==> config.mk <==
export PLATFORM = sky130hd
export DESIGN_NAME = fetch_buffer
export DESIGN_NICKNAME = d
export VERILOG_FILES = /design/src/rtl/fetch_pkg.sv /design/src/rtl/fetch_buffer_ptr.sv /design/src/rtl/fetch_buffer.sv
export SDC_FILE = /design/constraint.sdc
export NUM_CORES = 1
export LEC_CHECK = 0
export CAP_MARGIN = 20
export CORE_MARGIN = 5
export CORE_UTILIZATION = 55
export CTS_CLUSTER_DIAMETER = 80
export DETAILED_ROUTE_END_ITERATION = 8
export HOLD_SLACK_MARGIN = 0.02
export PLACE_DENSITY = 0.92
export SLEW_MARGIN = 20
export SYNTH_ARGS = -nofsm -noshare
export SYNTH_HDL_FRONTEND = slang
export SYNTH_SLANG_ARGS = --single-unit
==> constraint.sdc <==
create_clock -name i_clk -period 8.7 [get_ports i_clk]
set_clock_uncertainty 0.05 [all_clocks]
set_input_delay 1.305 -clock i_clk [delete_from_list [all_inputs] [get_ports i_clk]]
set_output_delay 1.305 -clock i_clk [all_outputs]
set_load 0.02 [all_outputs]
==> src/rtl/fetch_pkg.sv <==
// Shared fetch-stage types and constants.
package fetch_pkg;

   // One buffered fetch: the PC and the instruction word fetched from it.
   typedef struct packed {
      logic [31:0] pc;
      logic [31:0] inst;
   } fetch_entry_t;

   // addi x0,x0,0; decode substitutes this when no entry is valid.
   localparam logic [31:0] NOP_INST = 32'h0000_0013;

endpackage

==> src/rtl/fetch_buffer_ptr.sv <==
// Wrapping FIFO pointer; clear has priority over increment.
module fetch_buffer_ptr #(
   parameter int PTR_W = 2
) (
   input  logic             i_clk,
   input  logic             i_rst,
   input  logic             i_clr,
   input  logic             i_inc,
   output logic [PTR_W-1:0] o_ptr
);

   // Power-of-two depth lets the natural overflow provide the wrap.
   always_ff @(posedge i_clk) begin
      if (i_rst || i_clr) begin
         o_ptr <= '0;
      end else if (i_inc) begin
         o_ptr <= o_ptr + 1'b1;
      end
   end

endmodule

==> src/rtl/fetch_buffer.sv <==
// Circular buffer of {pc, inst} pairs between fetch and decode, with flush.
module fetch_buffer
   import fetch_pkg::*;
#(
   parameter int DEPTH = 4,
   parameter int PTR_W = $clog2(DEPTH)
) (
   input  logic             i_clk,
   input  logic             i_rst,
   input  logic             i_flush,
   input  logic             i_valid,
   output logic             o_ready,
   input  logic [31:0]      i_pc,
   input  logic [31:0]      i_inst,
   output logic             o_valid,
   input  logic             i_ready,
   output logic [31:0]      o_pc,
   output logic [31:0]      o_inst,
   output logic [PTR_W:0]   o_count
);

   localparam logic [PTR_W:0] FULL_CNT = (PTR_W+1)'(DEPTH);

   fetch_entry_t     mem [DEPTH];
   logic [PTR_W-1:0] wr_ptr;
   logic [PTR_W-1:0] rd_ptr;
   logic [PTR_W:0]   count;
   logic             push;
   logic             pop;

   // Handshake flags come from registered count only, so a full buffer never
   // accepts on the strength of a same-cycle pop.
   assign o_ready = (count != FULL_CNT);
   assign o_valid = (count != '0);
   assign o_count = count;

   assign push = i_valid & o_ready & ~i_flush;
   assign pop  = o_valid & i_ready & ~i_flush;

   fetch_buffer_ptr #(.PTR_W(PTR_W)) u_wr_ptr (
      .i_clk (i_clk),
      .i_rst (i_rst),
      .i_clr (i_flush),
      .i_inc (push),
      .o_ptr (wr_ptr)
   );

   fetch_buffer_ptr #(.PTR_W(PTR_W)) u_rd_ptr (
      .i_clk (i_clk),
      .i_rst (i_rst),
      .i_clr (i_flush),
      .i_inc (pop),
      .o_ptr (rd_ptr)
   );

   // Storage write; contents are not reset, occupancy alone qualifies them.
   always_ff @(posedge i_clk) begin
      if (!i_rst && push) begin
         mem[wr_ptr] <= '{pc: i_pc, inst: i_inst};
      end
   end

   // Occupancy tracking; reset and flush both empty the buffer.
   always_ff @(posedge i_clk) begin
      if (i_rst || i_flush) begin
         count <= '0;
      end else begin
         case ({push, pop})
            2'b10:   count <= count + 1'b1;
            2'b01:   count <= count - 1'b1;
            default: count <= count;
         endcase
      end
   end

   // Head presentation, forced to zero while nothing is buffered.
   always_comb begin
      o_pc   = '0;
      o_inst = '0;
      if (o_valid) begin
         o_pc   = mem[rd_ptr].pc;
         o_inst = mem[rd_ptr].inst;
      end
   end

endmodule

After elaboration in Yosys (flattened, before gate mapping)
Memory sizes are Yosys's and may differ from the RTL's. A register that Yosys moved wholly into a read port is not among the register bits.
Cells that the tools add are included.

operators by class
  $add $sub $neg = 4
  $mul = 0
  divide/modulo/power cells = 0
  magnitude comparators = 0
  eq/ne operators = 3
  shift-type cells = 0
  mux-type cells = 7
  bitwise logic cells = 5
  reductions and logical operators = 5

operator list
  operator             count
  $mux 32              2
  $pmux 3 s2           1
  $add 2x1->2 const B  2
  $and 1x1->1          4
  $mux 2               2
  $add 3x1->3 const B  1
  $ne 3x3->1 const B   1
  $reduce_bool 3->1    1
  $sub 3x1->3 const B  1
  $eq 2x1->1 const B   1
  $eq 2x2->1 const B   1
  $mux 1               2
  $reduce_bool 2->1    1
  $logic_and 1x1->1    1
  $logic_not 1->1      1
  $logic_or 1x1->1     1
  $not 1->1            1

storage, ports and cells
  register bits after elaboration = 7
  latch bits = 0
  memory bits (writable) = 256
  ROM bits = 0
  input port bits = 69
  output and inout bits = 69
  logic and storage cells = 28
  memories kept = 1

memories
  memory  words  width  rd ports  clocked after Yosys merged registers in  write ports  line                source
  mem     4      64     1         1                                        1            fetch_buffer.sv:24  fetch_entry_t mem [DEPTH];

Longest topological paths before layout
  word-level depth = 6
  depth in mapped cells = 8
  gate-level depth less buffers = 8

By module
From an unflattened synthesis, not the netlist that was laid out.

second synthesis, totals
  cell total of the unflattened synthesis = 447
  area, all modules = 10137.2 µm²

modules (own cells, without submodules)
  module            instances  cells each  area an instance (µm²)  sequential area each (µm²)
  fetch_buffer      1          433         9969.6                  7747.4
  fetch_buffer_ptr  2          7           83.8                    40.0

Worst setup path before layout
No wires, ideal clock.

  kind = input to register
  from = input port i_flush
  to = memory mem[1][0] (netlist bit), enable pin
  data arrival time = 6.331 ns
  required time = 8.072 ns
  path slack = 1.740 ns
  stages = 2
  cell sequence = nand3b_2 -> nor3b_1

on the way
  word-level cells in the longest chain between the ends = 5

ends and longest elaborated chain
  item                          line                source
  start: declaration            fetch_buffer.sv:10  input logic i_flush,
  $not 1->1                     fetch_buffer.sv:37  assign push = i_valid & o_ready & ~i_flush;
  $and 1x1->1                   fetch_buffer.sv:37
  $logic_and 1x1->1             fetch_buffer.sv:58  if (!i_rst && push) begin
  $mux 1                        fetch_buffer.sv:58
  $mux 1 (implied by the code)  fetch_buffer.sv:59  mem[wr_ptr] <= '{pc: i_pc, inst: i_inst};
  end: declaration              fetch_buffer.sv:24

Every way passes these cells.

==> results.md <==
- The path with the worst hold slack has its endpoint at u_wr_ptr.o_ptr[0].
- The floorplan die height is 146 um.
- In this run the cell area measured after placement is 11800 um2.
- The via count of the first global-routing pass is roughly 5500.
- The final antenna-violating net count is 0.
- Once the clock tree was built, the resizer swapped 0 gates to a different size.
- The root buffer cell chosen for the clock tree is sky130_fd_sc_hd__clkbuf_16.
- Setup violations remaining at the end of the flow were counted as 0.
- The run finished with clean final reports.
- Setup repair after global routing left no endpoint under its margin.
- The floorplan step defined a core boundary enclosing 18100 um2.
- The share of total power in combinational logic is 4.5%.
- The mean instance size in the synthesized netlist is 22.3 um2.
- The fraction of power spent switching nets is 19.0%.
- The fraction of the cycle the final worst path needs is 50.7%.
- In this run the tool buffered the top-level ports with 137 buffer cells.
- The sequential group share of total power is 54.8%.
- The worst path needs 4410 ps of the cycle, external delays included.
- The via total after detailed routing is 4906.
- The number of primary I/O pins is 138.
- Dividing the detail-routed via count by the number of cells gives 5.72.
- Traced cell by cell, the critical path runs through buf_6 -> mux4_1 -> and2_1 -> clkdlybuf4s50_1.
- The area of the die is around 21000 um2.
- In this run the worst path has a maximum fanout of 52.
- The highest cell delay on the worst timing path is 630 ps.
- The total nets after synthesis is 533.
- The clock sink count is 265.
- The reg-to-reg startpoint is o_count[2].
- The detailed router finished its first iteration with 295 violations.
- The final net count is 685.
- The initial antenna violation count is 1.
- In this run, CTS created clock tree buffers numbering 26.
- The first global-routing pass estimated around 31000 um of wire.
- At the end of routability-driven placement, the weighted congestion stood at 0.746.
- The number of cell instances on the worst register-to-register path is 8.
- The data required time of the worst path is 7340 ps.
- The worst setup path is launched from a register.
- The quantity of hold-fixing buffers added after cts is 0.
- Counting instances, the worst hold path has a depth of 2.
- The number of inserted diodes is 0.
- Power spread over the standard cell area amounts to 205 nW/um2.
- The flop and latch count out of synthesis is 265.
- Of the synthesized area, sequential elements account for between 70% and 80%.
- The maximum buffer depth of the clock tree is 3.
- In this run the core area contains 49 standard-cell rows.
- The setup path with the least slack is of type register to primary output.
- The internal power is 2090 uW.
- The number of detailed-route iterations in the first pass is 4.
- The placed wire-length estimate is about 12000 um.
- Among all stages on the critical path, the largest delay is contributed by sky130_fd_sc_hd__mux4_1.
- Leaving out fill and tap cells, the most frequent cells in the layout are 256 x sky130_fd_sc_hd__edfxtp_1, 137 x sky130_fd_sc_hd__clkdlybuf4s50_1, 64 x sky130_fd_sc_hd__and2_1.
- The number of warnings issued by yosys is 0.
- CTS built an H-tree with a depth of 1.
- The path category of the worst min-delay check is register to register.
- The post-route netlist has 18.1% of its cells at a drive strength greater than 1.
- For the final routed database, the setup TNS stands at 0 ps.
- Fill cells in the final layout number 1101.
- In this run, the clock network consumes 40.8% of the power.
- The leakage dissipation is slightly below 0.004 uW.
- The total grt overflow is 0.
- The number of instances in the synthesized netlist is 458.
- VDD sags by at most 192 uV.
- The largest area contributor in the synthesized netlist is sky130_fd_sc_hd__edfxtp_1.
- The maximum frequency from static timing analysis is 227 MHz.
- In the final routed layout, each cell accounts on average for 22.4 um.
- The cell area after synthesis is between 10000 and 15000 um2.
- From left edge to right edge, the die measures 146 um.
- The nature of the critical path endpoint is a primary output.
- The count of final max-slew check failures is 0.
- For this design the total switching power over the nets is 491 uW.
- Counting distinct cell types in the post-synthesis netlist gives 26.
- The total length of routed wires is slightly below 20000 um.
- The max-slew headroom at the worst pin is 36.0%.
- The total area of sequential cells is 7880 um2.
- The terminus of the critical flop-to-flop path is o_count[2].
- The critical hold path startpoint is u_wr_ptr.o_ptr[0].
- Once layout is done, the placed cells without fillers occupy 12600 um2.
- The CTS tree is yes.
- After clock tree synthesis, the clock-pin slew on the worst setup and hold paths is about 60 ps.
- Clock latency on the worst-skew pair, taken at its later pin, is slightly above 500 ps.
- Compared with the post-synthesis result, the final layout area differs by 23.2%.
- The commonest non-fill, non-tap cell in the layout is sky130_fd_sc_hd__edfxtp_1.
- The arrival time reported for the critical path endpoint is 3050 ps.
- The pin count of the biggest net entering global routing is 66.
- After detailed routing, the number of remaining DRC violations is 0.
- The top-area cell type share of the netlist area is 75.2%.
- At the pin with the least slew margin, the transition time is ~960 ps.
- The area occupied by multi-input gates is 2160 um2.
- The tool flagged a number of max-cap violations equal to 0.
- The initial utilization of the core area, before any placement, comes to a little under three fifths.
- The hold violation total from the final report is 0.
- The number of setup buffers added after CTS is 0.
- Sorting the synthesized cells by area gives the leading types as sky130_fd_sc_hd__edfxtp_1 75%, sky130_fd_sc_hd__mux4_2 13%, sky130_fd_sc_hd__and2_1 3.9%.
- The setup slack of the worst register-to-register path is 6120 ps.
- The global-route usage over all layers is about 18%.
[state kept, by name (all words and copies together) (netlist names), named ones only]
signal and count:
o_count 3, mem 256, u_rd_ptr.o_ptr 2, u_wr_ptr.o_ptr 2
[power groups by stage]
stage	registers (uW)	clock network (uW)	logic (uW)
CTS	1410	1080	117
global route	1410	1140	124
finish	1410	1050	116
floorplan	1440	0	45.5
detailed placement	1440	0	116
global placement	1440	0	111
[routing by layer]
layer | global-route usage [%] | vias up | routed length (um)
met3 | 4.21 | 21 | 1650
met4 | 3.43 | 2 | 193
met2 | 32.8 | 194 | 10300
met1 | 22.7 | 2533 | 7040
met5 | 0 | - | 8
li1 | - | 2156 | -
[worst max path at each step]
stage             start         to  slack, ps  cells after the start
2_1_floorplan   i_flush  mem[1][0]       1740                      2
3_3_place_gp   register  o_inst[0]       4540                      4
3_5_place_dp   register  o_inst[1]       4480                      4
4_1_cts        register  o_inst[1]       3940                      4
5_1_grt        register  o_inst[1]       4070                      4
6_report       register  o_inst[1]       4290                      4
[cells by family after synthesis]
kind of cell	count (synthesis)	share of synthesized area, %
AO/OA/AOI/OAI	5	0.306
XOR/XNOR	4	0.343
adder cells (fa/ha/maj)	6	0.808
buffers and inverters	27	2.11
flip-flops	265	77.0
multiplexers	66	14.4
AND/OR/NAND/NOR	85	5.03
[metrics by stage]
stage / hold WS (ps) / utilization, % / worst slack [ps] / total power [uW] / instances
2_1_floorplan: 421 / - / 1740 / 1490 / 458
3_3_place_gp: 428 / 64.9 / 4540 / 1550 / 811
3_5_place_dp: 460 / 64.9 / 4480 / 1560 / 811
4_1_cts: 469 / 69.4 / 3940 / 2610 / 858
5_1_grt: 501 / 69.4 / 4070 / 2680 / 858
6_report: 467 / 69.4 / 4290 / 2580 / 858
[critical path: cells and delay by family (launching register included)]
| kind | cells | cell delay (ps) |
|---|---|---|
| and+or+nand+nor | 1 | 180 |
| muxes | 1 | 630 |
| DFF | 1 | 510 |
| buffers and inverters | 2 | 1170 |
[synthesized netlist by cell type, drive strengths merged]
master and instances:
o21ai 1, or3 2, nor2 8, a21oi 2, mux2i 2, or3b 1, or2 1, o311ai 1
ha 5, edfxtp 256, mux4 64, buf 13, inv 5, fa 1, nand3b 1, o31ai 1
xor2 4, nor3b 4, clkbuf 9, dfxtp 9, and2 64, nand2 4
[cell type report]
cell class / count / share of cell area (%)
clock buffer: 31 / 5.48
clock inverter: 16 / 0.953
inverter: 5 / 0.149
multi-input combinational: 166 / 17.2
sequential: 265 / 62.5
tap: 229 / 2.27
timing repair buffer: 146 / 11.5
Power figures use the tool's default switching activity.
